File: src/rtl/decoder_scan_seq.sv
// decoder_scan_seq: registered one-hot decoder with active-low enable and a dwell-timed scan sequencer
module decoder_scan_seq #(
  parameter int SEL_W = 4,
  parameter int DWELL = 4,
  localparam int OUT_W = 2 ** SEL_W
) (
  input  logic             clk,
  input  logic             rst_n,
  input  logic             enable,
  input  logic             mode,
  input  logic [SEL_W-1:0] dec_in,
  input  logic [SEL_W-1:0] scan_last,
  output logic [OUT_W-1:0] dec_out,
  output logic [SEL_W-1:0] cur_sel,
  output logic             wrap
);
  localparam int CW = DWELL > 1 ? $clog2(DWELL) : 1;
  localparam logic [CW-1:0] LAST = CW'(DWELL - 1);
  typedef enum logic [1:0] {IDLE, DIRECT, SCAN} state_t;
  state_t state, state_n;
  logic [CW-1:0] cnt, cnt_n;
  logic [SEL_W-1:0] sel_n;
  logic [OUT_W-1:0] dec_n;
  logic wrap_n, at_end;
  assign at_end = cur_sel >= scan_last;
  always_comb begin
    state_n = state;
    cnt_n = cnt;
    sel_n = cur_sel;
    wrap_n = 1'b0;
    if (enable) begin
      state_n = IDLE;
      cnt_n = '0;
      sel_n = '0;
    end else if (!mode) begin
      state_n = DIRECT;
      cnt_n = '0;
      sel_n = dec_in;
    end else if (state != SCAN) begin
      state_n = SCAN;
      cnt_n = '0;
      sel_n = '0;
    end else if (cnt != LAST) begin
      cnt_n = cnt + 1'b1;
    end else begin
      cnt_n = '0;
      sel_n = at_end ? '0 : cur_sel + 1'b1;
      wrap_n = at_end;
    end
    dec_n = enable ? '0 : {{(OUT_W-1){1'b0}}, 1'b1} << sel_n;
  end
  always_ff @(posedge clk or negedge rst_n) begin
    if (!rst_n) begin
      state <= IDLE;
      cnt <= '0;
      cur_sel <= '0;
      dec_out <= '0;
      wrap <= 1'b0;
    end else begin
      state <= state_n;
      cnt <= cnt_n;
      cur_sel <= sel_n;
      dec_out <= dec_n;
      wrap <= wrap_n;
    end
  end
endmodule
File: config.mk
export PLATFORM = sky130hd
export DESIGN_NAME = decoder_scan_seq
export DESIGN_NICKNAME = d
export VERILOG_FILES = /design/src/rtl/decoder_scan_seq.sv
export SDC_FILE = /design/constraint.sdc
export NUM_CORES = 1
export LEC_CHECK = 0
export ABC_AREA = 1
export BUFFER_PORTS_ARGS = -buffer_cell sky130_fd_sc_hd__buf_4
export CAP_MARGIN = 20
export CORE_UTILIZATION = 23
export CTS_CLUSTER_SIZE = 28
export DETAILED_ROUTE_END_ITERATION = 10
export SLEW_MARGIN = 20
export SYNTH_ARGS = -nofsm -noshare
export SYNTH_HDL_FRONTEND = slang
export SYNTH_SLANG_ARGS = --single-unit
export TNS_END_PERCENT = 10
File: constraint.sdc
create_clock -name clk -period 2.25 [get_ports clk]
set_clock_uncertainty 0.15 [all_clocks]
set_input_delay 0.45 -clock clk [delete_from_list [all_inputs] [get_ports clk]]
set_output_delay 0.45 -clock clk [all_outputs]
set_load 0.01 [all_outputs]
==> Implementation_results.wiki <==
{| class="wikitable"
! Metric !! Value
|-
| Fraction of synthesis flops using an asynchronous set or reset pin || 100%
|-
| Count of state elements after synthesis || 25
|-
| Routed wirelength normalized by instance count || roughly 11 um
|-
| Die extent in x || 71.6 um
|-
| # Max-Cap Violations || 0
|-
| DRT iter0 DRCs || 31
|-
| Critical path peak fanout || 9
|-
| Pin count of the biggest net entering global routing || 26
|-
| Final ANT Viol Nets || 0
|-
| Sink of the worst hold path || state[1]$_DFFE_PN0P_
|-
| Top post-synthesis cells by count || dfrtp_1 (25), nor2_1 (22), inv_1 (16)
|-
| Final setup vio count || 0
|-
| Sequential-to-total area share from yosys stat || 56.1%
|-
| Largest delay contributor family on the critical path || simple AND/OR/NAND/NOR gates
|-
| Cell types with the largest area share after synthesis || dfrtp_1 (56%), nor2_1 (7.4%), ha_1 (6.7%)
|-
| Gate Count Post-Synth || 115
|-
| CP max stage delay || 0.42 ns
|-
| Worst reg-to-reg setup slack || 0.36 ns
|-
| Element type at the critical path end || flip-flop
|-
| Post-synthesis net count || 133
|-
| Unrepaired setup endpoints after global routing || no
|-
| Cell depth of the worst min-delay path || 2
|-
| Total via count in the routed design || ~840
|-
| Busiest metal layer after global routing || met2
|-
| Fraction of the cycle the final worst path needs || roughly 84%
|-
| M3 GR Usage || 3.66%
|-
| Top-area cell type share of the netlist area || 56.1%
|-
| Dominant synthesized flop cell || dfrtp_1
|-
| Yosys synthesis warning count || 0
|-
| Share of layout cells above drive strength 1 || 31.8%
|-
| Number of max-slew violations in the final report || 0
|-
| Leakage component of the power || 0.794 nW
|-
| Number of buffers on the longest clock path || 2
|-
| Data arrival time of the worst path || around 1.9 ns
|-
| Leftover overflow at the end of global routing || 0
|-
| Vias in the first global route || 829
|-
| Dpl hpwl || 1680 um
|-
| Worst reg2reg path startpoint || cur_sel[0]$_DFF_PN0_
|-
| Cell with the most instances after synthesis || dfrtp_1
|-
| Source of the worst hold timing path || enable
|-
| Critical setup path kind || flip-flop to flip-flop
|-
| EDFF count, synth || 0
|-
| Starting density of the core || between 20% and 30%
|-
| Total DRC errors in the routed layout || 0
|-
| Number of vias per cell || 4.12
|-
| First-pass GRT wire length || 3760 um
|-
| Level count of the clock H-tree || 1
|-
| Number of buffers inserted during clock tree synthesis || 3
|-
| Slowest stage cell, crit path || dfrtp_1
|-
| Achievable clock frequency || 0.529 GHz
|-
| Biggest area consumer among synthesized cells || dfrtp_1
|-
| Count of TritonRoute iterations in the first routing pass || 4
|-
| PD cells || 557 mW/mm2
|-
| Endpoints failing hold || 0
|-
| Antenna diode instance count || 0
|-
| Area overhead of the layout relative to synthesis || 31.4%
|-
| Critical path launch point type || flip-flop
|-
| RD Place Congestion || 0.762
|-
| I/O Pins || 33
|-
| Site row count || 24
|-
| Result of the run || finished clean
|-
| Number of buffers added on ports || 32
|-
| Vertical extent of the die || 71.6 um
|-
| Clock tree from TritonCTS || yes
|-
| Synth cell types || 20
|-
| Bufs and invs on worst path || 3
|-
| Die footprint || 0.00513 mm2
|-
| Required time of the worst setup path || 2.29 ns
|-
| Total Negative Setup Slacks || 0 ns
|-
| Slew of the pin with the lowest slew margin || ~0.4 ns
|-
| Hold/Removal Path Class || input pin to flip-flop
|-
| Fin Hold WS || 0.216 ns
|-
| Number of nets in the layout || 170
|-
| Core area || 0.00450 mm2
|-
| Post-CTS setup-driven buffer insertion count || 0
|-
| Clk Tree Root Cell || clkbuf_8
|-
| Worst relative slew slack || 73.4%
|-
| Critical-path cell list || inv_1, ha_1, nand2_1, inv_1, nand2_1, nand3_1, nand2_2, nand3b_1, nand2_2, inv_2, nand2_4, nor2_1
|-
| Largest vdd supply drop || 0.343 mV
|-
| Met2 demand-to-capacity share in global routing || 15.5%
|-
| Tmin final || 1.89 ns
|-
| Filler cells || 490
|-
| Post-synthesis cell area || between 0.001 and 0.0015 mm2
|-
| Number of sinks on the clock net || 25
|-
| Clock input transition at the sequential cells of the worst setup and hold paths || 0.08 ns
|-
| Global Route met1 Usage || 11.8%
|-
| RR Endpoint || dec_out[6]$_DFF_PN0_
|-
| Wire length after detailed routing || 2170 um
|-
| GR Util All Layers || around a tenth
|-
| Reg2reg path depth || 12
|-
| Mean area per synthesized cell || 9.69 um2
|-
| PostCTS Resize Cnt || 0
|-
| Source-to-sink clock delay at the later pin of the worst-skew pair || ~0.26 ns
|-
| Number of antenna violations at the first check in global routing || 0
|}
## registers in the layout (all words and copies together) (netlist names)
signal / cells
cnt: 2
cur_sel: 4
dec_out: 16
state: 2
wrap: 1
## per-stage QoR
step | utilization [%] | power, mW | worst slack, ns | instances | area [um2]
final | 32.5 | 0.816 | 0.359 | 203 | 1470
after global routing | 32.5 | 0.858 | 0.128 | 203 | 1470
after CTS | 32.5 | 0.829 | 0.337 | 203 | 1470
after detailed placement | 31.3 | 0.569 | 0.235 | 198 | 1410
after global placement | 31.3 | 0.568 | 0.250 | 198 | 1410
after floorplan | - | 0.521 | 0.491 | 115 | 1110
## kinds of logic (layout without fill, tap and decap cells)
| logic type | count (synthesis) | count (layout) | synth area share [%] |
|---|---|---|---|
| buffers and inverters | 19 | 55 | 7.07 |
| adder cells (fa/ha/maj) | 6 | 6 | 6.73 |
| AO/OA/AOI/OAI | 6 | 6 | 3.03 |
| AND/OR/NAND/NOR | 58 | 58 | 26.3 |
| XOR/XNOR | 1 | 1 | 0.786 |
| flip-flops | 25 | 25 | 56.1 |
## cell usage in the layout (no fill, tap or decap), types with 3 or more instances in the layout
cell / instances
ha_1: 6
nor2_1: 22
nand3_1: 9
dfrtp_1: 25
inv_1: 16
a21oi_1: 5
buf_4: 32
nand2_2: 4
clkbuf_8: 3
nand2_1: 13
## per-layer routing
layer | routed length [um] | share of wire [%]
met1 | 1010 | 47
met2 | 1010 | 47
met5 | 0 | 0
met4 | 8 | 0.37
met3 | 135 | 6.2
## timing repair
action                                  CTS  global route
hold buffers                              1             0
hold endpoints to repair                 25             0
endpoints found under the setup margin    0             0
## worst max-delay path by stage
stage	start	cells past startpoint	slack, ns	to
final	cur_sel[0]$_DFF_PN0_	12	0.36	dec_out[6]$_DFF_PN0_
after global routing	cur_sel[0]$_DFF_PN0_	10	0.13	dec_out[2]$_DFF_PN0_
after CTS	cur_sel[0]$_DFF_PN0_	12	0.34	dec_out[6]$_DFF_PN0_
after detailed placement	scan_last[3]	11	0.24	dec_out[6]$_DFF_PN0_
after global placement	scan_last[3]	13	0.25	dec_out[0]$_DFF_PN0_
after floorplan	scan_last[3]	10	0.49	dec_out[0]$_DFF_PN0_
## area by class of cell
| type | instances | area, um2 | share of cell area [%] |
|---|---|---|---|
| Clock buffer | 3 | 41.3 | 2.82 |
| Clock inverter | 1 | 5.00 | 0.342 |
| Multi-Input combinational cell | 71 | 410 | 28.0 |
| Inverter | 18 | 67.6 | 4.61 |
| Tap cell | 52 | 65.1 | 4.44 |
| Sequential cell | 25 | 626 | 42.7 |
| Timing Repair Buffer | 33 | 250 | 17.1 |
## power by group
group,internal [mW],switching (mW),leakage (nW)
combinational,0.0397,0.0533,0.426
sequential,0.459,0.00692,0.342
clock,0.124,0.133,0.0255
total,0.622,0.193,0.794
No activity file was read; power rests on OpenSTA's default activity.
